===== config.mk =====
export PLATFORM = sky130hd
export DESIGN_NAME = serial_subtractor_16bit
export DESIGN_NICKNAME = d
export VERILOG_FILES = /design/src/rtl/serial_subtractor_16bit.sv
export SDC_FILE = /design/constraint.sdc
export NUM_CORES = 1
export LEC_CHECK = 0
export BUFFER_PORTS_ARGS = -buffer_cell sky130_fd_sc_hd__buf_2
export CORE_UTILIZATION = 45
export CTS_BUF_LIST = sky130_fd_sc_hd__clkbuf_16
export DETAILED_ROUTE_END_ITERATION = 16
export PLACE_DENSITY = 0.63
export SYNTH_ARGS = -nofsm -noshare
export SYNTH_HDL_FRONTEND = slang
export SYNTH_SLANG_ARGS = --single-unit

===== constraint.sdc =====
create_clock -name clk -period 2.8 [get_ports clk]
set_input_delay 0.14 -clock clk [delete_from_list [all_inputs] [get_ports clk]]
set_output_delay 0.14 -clock clk [all_outputs]
set_load 0.01 [all_outputs]

===== src/rtl/serial_subtractor_16bit.sv =====
// Digit-serial 16-bit unsigned subtractor: one 4-bit digit per clock, LSD first,
// producing (a - b - bin) mod 2^16 and the borrow out of bit 15.
module serial_subtractor_16bit (
  input  logic        clk,
  input  logic        rst,
  input  logic        start,
  input  logic [15:0] a,
  input  logic [15:0] b,
  input  logic        bin,
  output logic [15:0] diff,
  output logic        bout,
  output logic        busy,
  output logic        done
);

  localparam int DATA_W  = 16;
  localparam int DIGIT_W = 4;

  typedef enum logic [1:0] {IDLE, RUN, DONE} state_t;

  state_t              state;
  logic [1:0]          idx;
  logic [DATA_W-1:0]   a_w;
  logic [DATA_W-1:0]   b_w;
  logic [DATA_W-1:0]   res_w;
  logic                borrow;
  logic [3:0]          lsb;
  logic [DIGIT_W:0]    digit;

  // One digit of a - b - borrow_in; MSB of the result is the borrow out.
  function automatic logic [DIGIT_W:0] digit_sub(input logic [DIGIT_W-1:0] x,
                                                 input logic [DIGIT_W-1:0] y,
                                                 input logic               bi);
    digit_sub = {1'b0, x} - {1'b0, y} - {{DIGIT_W{1'b0}}, bi};
  endfunction

  assign lsb = {idx, 2'b00};

  always_comb begin
    digit = digit_sub(a_w[lsb +: DIGIT_W], b_w[lsb +: DIGIT_W], borrow);
  end

  always_ff @(posedge clk) begin
    if (rst) begin
      state  <= IDLE;
      idx    <= '0;
      a_w    <= '0;
      b_w    <= '0;
      res_w  <= '0;
      borrow <= 1'b0;
      diff   <= '0;
      bout   <= 1'b0;
      busy   <= 1'b0;
      done   <= 1'b0;
    end else begin
      case (state)
        IDLE, DONE: begin
          done <= 1'b0;
          if (start) begin
            a_w    <= a;
            b_w    <= b;
            res_w  <= '0;
            borrow <= bin;
            idx    <= '0;
            busy   <= 1'b1;
            state  <= RUN;
          end else begin
            state  <= IDLE;
          end
        end
        RUN: begin
          res_w[lsb +: DIGIT_W] <= digit[DIGIT_W-1:0];
          borrow                <= digit[DIGIT_W];
          if (idx == 2'd3) begin
            // Last digit goes straight to diff; idx stays parked at 3.
            diff  <= {digit[DIGIT_W-1:0], res_w[11:0]};
            bout  <= digit[DIGIT_W];
            busy  <= 1'b0;
            done  <= 1'b1;
            state <= DONE;
          end else begin
            idx   <= idx + 2'd1;
          end
        end
        default: begin
          busy  <= 1'b0;
          done  <= 1'b0;
          state <= IDLE;
        end
      endcase
    end
  end

endmodule


==> flow_summary.json, run 1 <==
{
  "critPathLaunchType": "register",
  "async_flop_share_pct": 0,
  "synth_xor_area_share_pct": 1.18,
  "mappedNetlistArea_um2": 2860,
  "r2r_end": "res_w[2]$_SDFFE_PP0P_",
  "fin_crit_ps": 2490,
  "clk_pin_slew_ps": 50,
  "hold_path_depth": 3,
  "endpoint_kind": "register",
  "clockRootBuffer": "clkbuf_16",
  "die_w_um": 81.7,
  "row_count": 28,
  "holdPathEnd": "b_w[13]$_SDFFE_PP0P_",
  "synthMuxAreaShare_pct": 6.43,
  "holdBufCountCts": 0,
  "synth_seq_cells": 68,
  "io_pins": 55,
  "worstSkewPairLatency_ps": 330,
  "yosys-top-cells-count": "nand2_1 (97), dfxtp_1 (68), a21oi_1 (52), nor2_1 (20)",
  "tightest_slew_ps": 818,
  "synth_cell_type_count": 34,
  "rsz0062_at_grt": "false",
  "p_leak_nw": 1.42,
  "min-delay-start": "b[13]",
  "status": "complete, no violations",
  "synth_edf_count": 0,
  "cts_tree": "done",
  "via_per_inst": 5.04,
  "fmax_mhz": 402,
  "drt_first_pass_iters": 4,
  "dpl.hpwl_um": 4240,
  "maxSlewHeadroom_pct": 45.5,
  "worstSetupPathType": "register to register",
  "synthAdderAreaFrac_pct": 4.90,
  "finalCritPeriodShare_pct": 88.8,
  "instances_no_fill": 467,
  "seqPwrFrac_pct": 41.7,
  "arrival_ps": 2750,
  "grt_max_degree": 47,
  "report.final.slew_viol_count": 0,
  "port_buffers": 54,
  "clock_path_buffers": 2,
  "num_antenna_cells": 0,
  "yosys.area_share.simple_pct": 20.6,
  "core_um2": 6030,
  "wirelength_um": 6050,
  "fin_skew_ps": 3.84,
  "hold_viol_final": 0,
  "yosys.area.top_type": "dfxtp_1",
  "antenna_found_initial": 0,
  "synth_top_family_by_area": "simple AND/OR/NAND/NOR gates",
  "grt_pass1_vias": 2186,
  "fin_setup_tns_ps": 0,
  "layout.nets": 433,
  "grt_pass1_wl_um": 10400,
  "dieHeight_um": 81.7,
  "drt_iter0_markers": 111,
  "htree_levels": 3,
  "synth-compound-area-share_pct": 14.5,
  "r2r-start": "idx[0]$_SDFFE_PP0P_",
  "numCtsBuffers": 9,
  "hp-class": "input port to register",
  "ys_seq_area_share_pct": 47.6,
  "synthTopCellsByArea": "dfxtp_1 (48%), nand2_1 (13%), a21oi_1 (9.1%), mux4_2 (5.5%), ha_1 (3.5%)",
  "die_area_um2": 6680,
  "vias": 2352,
  "netlist.area_leader.share_pct": 47.6,
  "r2r_setup_slack_ps": 310,
  "synth_nets": 382,
  "cts_sinks": 68,
  "grt_usage_pct": 21.2,
  "finalSetupViolCount": 0,
  "drive_above_1_share_pct": 21.7,
  "dp.cells": 451,
  "p_per_area_nw_per_um2": 707,
  "post_drt_wl_per_cell_um": 13.0,
  "drtAntennaViolNets": 0,
  "crit_fanout": 6,
  "drcViolationCount": 0,
  "yosysMostFrequentCell": "nand2_1",
  "p_int_mw": 1.89,
  "clock_power_share_pct": 46.6,
  "gp_congestion": 0.772,
  "avgSynthCellArea_um2": 8.51,
  "synthFlopType": "dfxtp_1",
  "gr-total-overflow": 0,
  "yosysWarnings": 0,
  "power_frac_comb_pct": 11.7,
  "reg2reg_depth": 8,
  "initial_core_util_pct": 47.5,
  "synthToLayoutAreaGrowth_pct": 22.5,
  "vdd_drop_max_uv": 468,
  "syn-instance-count": 336,
  "switchingPower_mw": 0.585,
  "p_sw_share_pct": 23.6,
  "cap_violations": 0,
  "cp.required_ps": 3070
}
## sequential cells by signal, summed over array words and instances (netlist names)
register,flops
borrow,1
b_w,16
bout,1
res_w,12
diff,16
done,1
state,2
a_w,16
busy,1
idx,2
## routing by layer
| metal | track usage (%) | routed length, um |
|---|---|---|
| met2 | 33.9 | 2850 |
| met5 | 0 | 0 |
| met3 | 7.22 | 276 |
| met1 | 25.9 | 2810 |
| met4 | 8.60 | 116 |
## cell usage in the layout (no fill, tap or decap), types with 7 or more instances in the layout
| cell type | n |
|---|---|
| buf_2 | 54 |
| nor2_1 | 20 |
| buf_4 | 8 |
| inv_1 | 13 |
| nand2_1 | 97 |
| ha_1 | 8 |
| clkbuf_16 | 9 |
| dfxtp_1 | 67 |
| mux4_2 | 7 |
| a22oi_1 | 9 |
| a21oi_1 | 52 |
## stage by stage
step / area [um2] / hold slack, ps / utilization (%) / power, mW / worst slack [ps]
after global placement: 3190 / 382 / 53.0 / 1.34 / 245
after global routing: 3500 / 45.9 / 58.1 / 2.59 / 121
after detailed placement: 3190 / 386 / 53.0 / 1.34 / 164
after floorplan: 2860 / 276 / - / 1.25 / 290
after CTS: 3500 / 37.5 / 58.1 / 2.50 / 159
final: 3500 / 43.9 / 58.1 / 2.48 / 314
## critical path, cell delays in order, from the launching register on
cell and delay [ps]:
dfxtp_2 430, mux4_1 570, inv_1 80, fa_1 160, inv_1 60, fa_1 430, xor2_1 420, a22oi_1 170
nor2_1 110
## cell type report
class / instances / area [um2]
well taps: 75 / 93.8
clock buffers: 9 / 225
repair buffers: 62 / 330
flip-flops and latches: 68 / 1360
clock inverters: 7 / 82.6
inverters: 12 / 45.0
multi-input cells: 234 / 1360
fillers: 568 / 2520
## worst max-delay path by stage
stage	endpoint	depth (start not counted)	from
after detailed placement	borrow$_SDFFE_PP0P_	9	idx[0]$_SDFFE_PP0P_
after floorplan	res_w[1]$_SDFFE_PP0P_	7	idx[0]$_SDFFE_PP0P_
after global routing	borrow$_SDFFE_PP0P_	9	idx[0]$_SDFFE_PP0P_
after CTS	borrow$_SDFFE_PP0P_	9	idx[0]$_SDFFE_PP0P_
final	res_w[2]$_SDFFE_PP0P_	8	idx[0]$_SDFFE_PP0P_
after global placement	diff[15]$_SDFFE_PP0P_	8	idx[0]$_SDFFE_PP0P_
## power by group through the flow
stage               Sequential [mW]  Combinational, mW  Clock [mW]
global route                   1.04              0.328        1.23
CTS                            1.03              0.291        1.18
finish                         1.03              0.289        1.16
floorplan                      1.04              0.208           0
global placement               1.05              0.283           0
detailed placement             1.05              0.290           0
## cells by family (layout without fill, tap and decap cells)
group,count (synthesis),in the layout
xor gates and xnor gates,3,3
and+or+nand+nor,140,140
muxes,8,8
buffers and inverters,34,90
AOI/OAI and AO/OA,73,73
DFF,68,68
adders and majority gates,10,10
## repair_timing
item                       in CTS  in global routing
setup buffers                   0                  0
gates resized for setup         0                  1
setup endpoints to repair       0                  1
(Power assumes the default switching activity.)
==> run 2, diff against run 1 <==
==> constraint.sdc (replaced) <==
create_clock -name clk -period 2.6 [get_ports clk]
set_input_delay 0.13 -clock clk [delete_from_list [all_inputs] [get_ports clk]]
set_output_delay 0.13 -clock clk [all_outputs]
set_load 0.01 [all_outputs]
==> run 2 against run 1 <==
Against the previous run: register-to-register slack worse by 140 ps; sequential power up 8%; fmax up 2.4%; die area unchanged; first-iteration DRC count down 44%; global-route usage down 0.98 points; sequential share of layout area up 0.31 points; worst setup slack worse by 140 ps; clock power down 12%; via count up 0.77%; wire length down 0.73%; total power down 0.91%; critical endpoint is now borrow$_SDFFE_PP0P_.
==> flow_summary.json, run 2 (synthesis results as in run 1) <==
{
  "antenna_found_initial": 0,
  "hold_viol_final": 0,
  "tightest_slew_ps": 567,
  "p_per_area_nw_per_um2": 706,
  "fmax_mhz": 412,
  "finalPower_mw": 2.46,
  "post-route-util_pct": 57.7,
  "wl_met1_um": 2830,
  "clk_pin_slew_ps": 50,
  "fin_skew_ps": 2.62,
  "fin_crit_ps": 2430,
  "grt_pass1_vias": 2180,
  "drtAntennaViolNets": 0,
  "worstSetupPathType": "register to register",
  "rsz0062_at_grt": "false",
  "top_regs": "a_w x16, b_w x16, diff x16",
  "wirelength_um": 6010,
  "grt_pass1_wl_um": 10000,
  "post_drt_wl_per_cell_um": 12.8,
  "cp.required_ps": 2840,
  "via_per_inst": 5.04,
  "worstSkewPairLatency_ps": 320,
  "dr_wl_met2_um": 2800,
  "instances_no_fill": 470,
  "drive_above_1_share_pct": 22.3,
  "dpl.hpwl_um": 4270,
  "htree_levels": 3,
  "regArea_um2": 1360,
  "port_buffers": 54,
  "cap_violations": 0,
  "dp.cells": 455,
  "layout_common_cells": "nand2_1 (97), dfxtp_1 (67), buf_2 (54)",
  "io_pins": 55,
  "place_area_um2": 3220,
  "finalSetupViolCount": 0,
  "die_area_um2": 6680,
  "synthToLayoutAreaGrowth_pct": 21.5,
  "drt_iter0_markers": 62,
  "row_count": 28,
  "grt_usage_pct": 20.2,
  "cpPeakStageDelay_ps": 550,
  "report.final.slew_viol_count": 0,
  "hp-class": "input port to register",
  "clockRootBuffer": "clkbuf_16",
  "initial_core_util_pct": 47.5,
  "gr-total-overflow": 0,
  "drt_first_pass_iters": 4,
  "num_antenna_cells": 0,
  "n_fill_cell": 573,
  "dieHeight_um": 81.7,
  "arrival_ps": 2660,
  "layout.nets": 437,
  "vias": 2370,
  "core_um2": 6030,
  "p_leak_nw": 1.42,
  "dr_wl_met3_um": 220,
  "fin_setup_tns_ps": 0,
  "die_w_um": 81.7,
  "critPathSlowestCell": "mux4_1",
  "cts_setup_buffers": 0,
  "grt_max_degree": 29,
  "routed.top_layer": "met4",
  "final_common_cell": "nand2_1",
  "maxSlewHeadroom_pct": 62.2,
  "crit_fanout": 4,
  "cts_sinks": 68,
  "multi_input_area_um2": 1360,
  "path_cells": "mux4_1 -> inv_1 -> fa_1 -> inv_1 -> fa_1 -> nand2b_1 -> a21oi_1 -> xnor2_1 -> a211oi_1",
  "drcViolationCount": 0,
  "endpoint_kind": "register",
  "vdd_drop_max_uv": 431,
  "cts_tree": "done",
  "gp_congestion": 0.811,
  "critPathLaunchType": "register",
  "numCtsBuffers": 9,
  "finalCritPeriodShare_pct": 93.4,
  "status": "complete, no violations",
  "clock_path_buffers": 2,
  "fin_area_um2": 3480
}
## run 2: repair_timing
item	CTS	global route
resized for setup	0	1
hold buffers	0	0
endpoints found under the setup margin	0	5
## run 2: through the flow
stage | setup WS, ps | hold slack [ps]
after floorplan | 90.0 | 266
final | 172 | 40.9
after global placement | 177 | 371
after detailed placement | 124 | 376
after global routing | 33.6 | 44.8
after CTS | 119 | 32.0
## run 2: metal layers
metal	GRT usage, %	up-vias
met1	25.0	1063
met4	11.2	0
met3	5.00	15
met5	0	-
met2	32.0	52
li1	-	1240
## run 2: where the power goes
group | internal, mW | total (mW) | switching, mW
clock | 0.621 | 1.02 | 0.397
sequential | 1.09 | 1.11 | 0.0249
combinational | 0.142 | 0.326 | 0.184
total | 1.85 | 2.46 | 0.606
## run 2: final cells by class
class | instances | area share (%)
clock inverters | 6 | 0.720
multi-input cells | 234 | 39.2
inverters | 12 | 1.30
clock buffers | 9 | 6.48
repair buffers | 66 | 10.4
well taps | 75 | 2.70
flip-flops and latches | 68 | 39.2
## run 2: final timing paths
kind	cells past startpoint	to	start	slack, ps
worst max-delay path	9	borrow$_SDFFE_PP0P_	idx[0]$_SDFFE_PP0P_	170
worst min-delay path	3	b_w[9]$_SDFFE_PP0P_	b[9]	40
worst max register to register	9	borrow$_SDFFE_PP0P_	idx[0]$_SDFFE_PP0P_	170
worst min register to register	2	diff[10]$_SDFFE_PP0P_	diff[10]$_SDFFE_PP0P_	450
## run 2: worst max-delay path, delay by kind of cell, from the launching register on
| kind | cells | cell delay (ps) |
|---|---|---|
| adders and majority gates | 2 | 590 |
| muxes | 1 | 550 |
| AOI/OAI and AO/OA | 2 | 420 |
| DFF | 1 | 360 |
| buffers and inverters | 2 | 160 |
| and+or+nand+nor | 1 | 160 |
| xor gates and xnor gates | 1 | 120 |
